--- config.mk ---
export PLATFORM = sky130hd
export DESIGN_NAME = instr_fetch_seq
export DESIGN_NICKNAME = d
export VERILOG_FILES = /design/src/rtl/fetch_pkg.sv /design/src/rtl/instr_fetch_seq_dwell_timer.sv /design/src/rtl/instr_fetch_seq.sv
export SDC_FILE = /design/constraint.sdc
export NUM_CORES = 1
export LEC_CHECK = 0
export ABC_CLOCK_PERIOD_IN_PS = 3550
export CAP_MARGIN = 0
export CORE_AREA = 5 5 110 112
export DETAILED_ROUTE_END_ITERATION = 16
export DIE_AREA = 0 0 115 117
export PLACE_DENSITY = 0.62
export SYNTH_ARGS = -nofsm -noshare
export SYNTH_HDL_FRONTEND = slang
export SYNTH_SLANG_ARGS = --single-unit
--- constraint.sdc ---
create_clock -name clk -period 3.55 [get_ports clk]
set_clock_uncertainty 0.2 [all_clocks]
set_input_delay 1.065 -clock clk [delete_from_list [all_inputs] [get_ports clk]]
set_output_delay 1.065 -clock clk [all_outputs]
set_load 0.01 [all_outputs]
--- src/rtl/fetch_pkg.sv ---
// fetch_pkg: shared FSM state type and default widths for the instruction-fetch sequencer.
package fetch_pkg;
    typedef enum logic [1:0] {IDLE, RUN, DONE} fetch_state_t;
    localparam int ADDR_W_DEF = 5;
    localparam int DATA_W_DEF = 32;
endpackage

--- src/rtl/instr_fetch_seq_dwell_timer.sv ---
// dwell_timer: counts 0..DWELL-1 while enabled; tick marks the last (issue) cycle.
// Ports: clk, rst_n (sync, active-low), enable (advance), clear (restart at 0), tick (issue cycle).
module dwell_timer
    import fetch_pkg::*;
#(
    parameter int DWELL = 4
) (
    input  logic clk,
    input  logic rst_n,
    input  logic enable,
    input  logic clear,
    output logic tick
);
    localparam int W = DWELL > 1 ? $clog2(DWELL) : 1;

    logic [W-1:0] cnt_q, cnt_d;

    assign tick = enable && (cnt_q == W'(DWELL - 1));

    always_comb cnt_d = clear ? '0 : tick ? '0 : enable ? cnt_q + W'(1) : cnt_q;

    always_ff @(posedge clk) begin
        if (!rst_n) cnt_q <= '0;
        else        cnt_q <= cnt_d;
    end
endmodule

--- src/rtl/instr_fetch_seq.sv ---
// instr_fetch_seq: steps the instruction-memory word address with a programmable dwell per
// instruction, issuing one strobe per instruction, with stall, branch, halt and count limit.
// Ports: clk, rst_n (sync, active-low); start/start_addr begin fetching; stall freezes;
// branch_valid/branch_target redirect on the issue cycle; halt_req stops; mem_data is the
// memory read of word_address; instr/instr_valid go to decode; busy (RUN), done (DONE);
// issued_cnt counts issues since start (saturating).
module instr_fetch_seq
    import fetch_pkg::*;
#(
    parameter int ADDR_W    = ADDR_W_DEF,
    parameter int DATA_W    = DATA_W_DEF,
    parameter int DWELL     = 4,
    parameter int MAX_INSTR = 31,
    parameter int CNT_W     = 16
) (
    input  logic              clk,
    input  logic              rst_n,
    input  logic              start,
    input  logic [ADDR_W-1:0] start_addr,
    input  logic              stall,
    input  logic              branch_valid,
    input  logic [ADDR_W-1:0] branch_target,
    input  logic              halt_req,
    input  logic [DATA_W-1:0] mem_data,
    output logic [ADDR_W-1:0] word_address,
    output logic [DATA_W-1:0] instr,
    output logic              instr_valid,
    output logic              busy,
    output logic              done,
    output logic [CNT_W-1:0]  issued_cnt
);
    fetch_state_t      state_q, state_d;
    logic [ADDR_W-1:0] addr_q, addr_d;
    logic [DATA_W-1:0] instr_q, instr_d;
    logic              valid_q, valid_d;
    logic [CNT_W-1:0]  cnt_q, cnt_d;
    logic              load, run_en, issue;

    // start is honoured only outside RUN; halt and stall both freeze the dwell timer
    assign load   = start && (state_q != RUN);
    assign run_en = (state_q == RUN) && !halt_req && !stall;

    dwell_timer #(.DWELL(DWELL)) u_dwell (
        .clk    (clk),
        .rst_n  (rst_n),
        .enable (run_en),
        .clear  (load),
        .tick   (issue)
    );

    always_comb begin
        state_d = state_q;
        addr_d  = addr_q;
        instr_d = instr_q;
        valid_d = 1'b0;
        cnt_d   = cnt_q;
        if (load) begin
            state_d = RUN;
            addr_d  = start_addr;
            cnt_d   = '0;
        end else if (state_q == RUN) begin
            if (halt_req) begin
                state_d = DONE;
            end else if (issue) begin
                instr_d = mem_data;
                valid_d = 1'b1;
                cnt_d   = &cnt_q ? cnt_q : cnt_q + CNT_W'(1);
                addr_d  = branch_valid ? branch_target : addr_q + ADDR_W'(1);
                if (cnt_d == CNT_W'(MAX_INSTR)) state_d = DONE;
            end
        end
    end

    always_ff @(posedge clk) begin
        if (!rst_n) begin
            state_q <= IDLE;
            addr_q  <= '0;
            instr_q <= '0;
            valid_q <= 1'b0;
            cnt_q   <= '0;
        end else begin
            state_q <= state_d;
            addr_q  <= addr_d;
            instr_q <= instr_d;
            valid_q <= valid_d;
            cnt_q   <= cnt_d;
        end
    end

    assign word_address = addr_q;
    assign instr        = instr_q;
    assign instr_valid  = valid_q;
    assign issued_cnt   = cnt_q;
    assign busy         = state_q == RUN;
    assign done         = state_q == DONE;
endmodule

==> run metrics <==
outcome=completed; global-route wire length before repair=12900 um; diodes inserted=0; Synth Instances=334; CTS Buffer Depth=2; Vias=2712; final net count=484; fraction of layout cells with a size suffix above 1=5.94%; largest net degree at the start of global routing=37; final wirelength=8130 um; Hold Path Origin=instr[10]$_SDFFE_PN0P_; final-report max-slew violation count=0; Gate power share=6.5%; Layout fillers=1145; Worst Tran Pin Value=0.551 ns; Crit Path Max Fanout=13; Sink Count=58; fin crit share=87.5%; max frequency=322 MHz; DRT antenna net count=0; Lkg Pwr=0.00141 uW; Synth async-reset ratio=0%; first-iteration detailed-routing DRC count=194; CTS Root Cell=clkbuf_16; Switching Share=20.6%; Tmin final=3.11 ns; placed cell areas=3860 um2; Die ar.=13500 um2; Worst-Skew Late Latency=0.32 ns; DP HPWL=5860 um; chip height=117 um; CTS tree=built; Die W=115 um; TritonRoute pass-1 iters=4; vias in the first global route=2551; cts bufs inserted=9; critical path class=flip-flop to flip-flop; RD Place Congestion=0.802; Reg power frac=38.6%; Starting Density=24.2%; Post CTS Setup Buffer Count=0; Area Overhead vs Synth=55.5%; PwrDens=410 nW/um2; crit path DAT=3.11 ns; P_sw=354 uW; max-cap viol count=0; Core ar.=11100 um2; Post-synth EDFFs=0; initial antenna violation count=0; maximum vdd ir drop=0.219 mV; worst endpoint required time=3.55 ns; CTS HTree Levels=3; R2R Path Start=issued_cnt[0]$_SDFFE_PP0P_; endpoint class of the critical path=flip-flop; sequential area share after synthesis=43.1%; final hold vios=0; Via density=4.67; clock network power share=54.9%; # rows=39; Reg2Reg Setup Slack=0.44 ns; Syn. warnings=0; grt ovf=0; setup TNS=0 ns; Design Power=1720 uW; FF-to-FF End=state_q[0]$_SDFFE_PN0P_; Synth Flop Type=dfxtp_1; critical path launch point type=flip-flop; type of the tightest min-delay check=flip-flop to flip-flop; clock-pin transition on the worst setup and hold timing paths=0.05 ns; I/O Buffers=103; Worst Slack Setup Final=0.443 ns; # setup viols final=0; cts hold-fix bufs=0; cell internal pwr=1360 uW; drc violations=0; RSZ-0062 raised after global routing=false; IO Count=104; Post-Syn Area=2700 um2; GRT Util Overall=12.0%; WHS=0.260 ns; wire per inst=14.0 um; max_slew headroom=63.1%; hold path depth=2; Yosys cell types=45; post-CTS sizing=0; R2R depth=7; worst hold endpoint=instr[10]$_SDFFE_PN0P_; dpl ws=0.152 ns; Synth Area per Inst=8.07 um2; Seq cells post-synth=58; Synth Net Count=385; design area=4190 um2
-- critical path, cell delays in order (launching register included) --
cell       delay [ns]
dfxtp_1          0.45
ha_1             0.40
nand4_1          0.27
or4_1            0.77
a211oi_1         0.29
a41oi_1          0.11
a2111oi_2        0.40
nor2_1           0.09
-- cell usage after synthesis (all sizes together), types with 4 or more instances --
cell	count	share of area, %
a21oi	7	1.3
inv	4	0.56
a21boi	36	10
and2	4	0.93
o21ai	21	3.9
xnor2	4	1.3
nor2	15	2.1
clkbuf	12	1.7
nand4	9	2.3
nand2	91	13
a22oi	4	1.1
nor3	4	0.74
mux2i	4	1.5
xor2	5	1.6
nand3	11	2.0
dfxtp	58	43
buf	8	1.3
-- metrics by stage --
step | util, % | instances
CTS | 37.7 | 581
finish | 37.7 | 581
floorplan | - | 334
detailed placement | 34.7 | 565
global route | 37.7 | 581
global placement | 34.7 | 565
-- cell families (layout without fill, tap and decap cells) --
| logic type | after synthesis | count (layout) | synth area share [%] |
|---|---|---|---|
| AND/OR/NAND/NOR | 151 | 151 | 25.9 |
| AO/OA/AOI/OAI | 85 | 85 | 21.7 |
| XOR/XNOR | 9 | 9 | 2.92 |
| buffers and inverters | 24 | 128 | 3.53 |
| flip-flops | 58 | 58 | 43.1 |
| adder cells (fa/ha/maj) | 3 | 3 | 1.39 |
| multiplexers | 4 | 4 | 1.49 |
-- worst max-delay path by stage --
stage                               start                     endpoint  slack, ns  cells after the start
3_3_place_gp                     halt_req      state_q[0]$_SDFFE_PN0P_       0.20                      7
4_1_cts        issued_cnt[0]$_SDFFE_PP0P_      state_q[0]$_SDFFE_PN0P_       0.43                      7
5_1_grt        issued_cnt[0]$_SDFFE_PP0P_      state_q[0]$_SDFFE_PN0P_       0.23                      7
2_1_floorplan                    halt_req  issued_cnt[15]$_SDFFE_PP0P_       0.69                      8
6_report       issued_cnt[0]$_SDFFE_PP0P_      state_q[0]$_SDFFE_PN0P_       0.44                      7
3_5_place_dp                     halt_req      state_q[0]$_SDFFE_PN0P_       0.15                      7
-- power by group through the flow --
| stage | logic, uW | clock network, uW | registers [uW] |
|---|---|---|---|
| 4_1_cts | 113 | 965 | 662 |
| 3_3_place_gp | 111 | 0 | 676 |
| 3_5_place_dp | 111 | 0 | 676 |
| 2_1_floorplan | 36.7 | 0 | 677 |
| 5_1_grt | 122 | 998 | 663 |
| 6_report | 111 | 943 | 663 |
-- sequential cells by signal, indices dropped and copies added (netlist names) --
register / cells
state_q: 2
instr_valid: 1
word_address: 5
instr: 32
issued_cnt: 16
u_dwell.cnt_q: 2
-- layout make-up --
cell class,count,area (um2),area share (%)
multi-input combinational,252,1440,34.3
sequential,58,1160,27.7
timing repair buffer,108,1070,25.5
clock buffer,10,239,5.70
tap,143,179,4.27
clock inverter,6,90.1,2.15
inverter,4,15.0,0.358
-- layer usage --
metal  vias to the layer above  track usage (%)  wire (um)
li1                       1364                -          -
met3                         9             4.11        645
met4                         0             3.52        125
met5                         -                0          0
met1                      1247             15.3       3640
met2                        92             19.3       3720
-- cells in the final DEF (no fill, tap or decap), types with 5 or more instances in the layout --
cell	netlist	final
clkdlybuf4s50_1	0	103
nand2_1	91	91
dfxtp_1	58	58
a21boi_0	36	36
nor2_1	15	15
o21ai_0	12	12
nand3_1	11	11
o21ai_1	9	9
clkbuf_16	0	9
nand4_1	8	8
a21oi_1	7	7
xor2_1	5	5
buf_4	0	5
(Power assumes the default switching activity.)
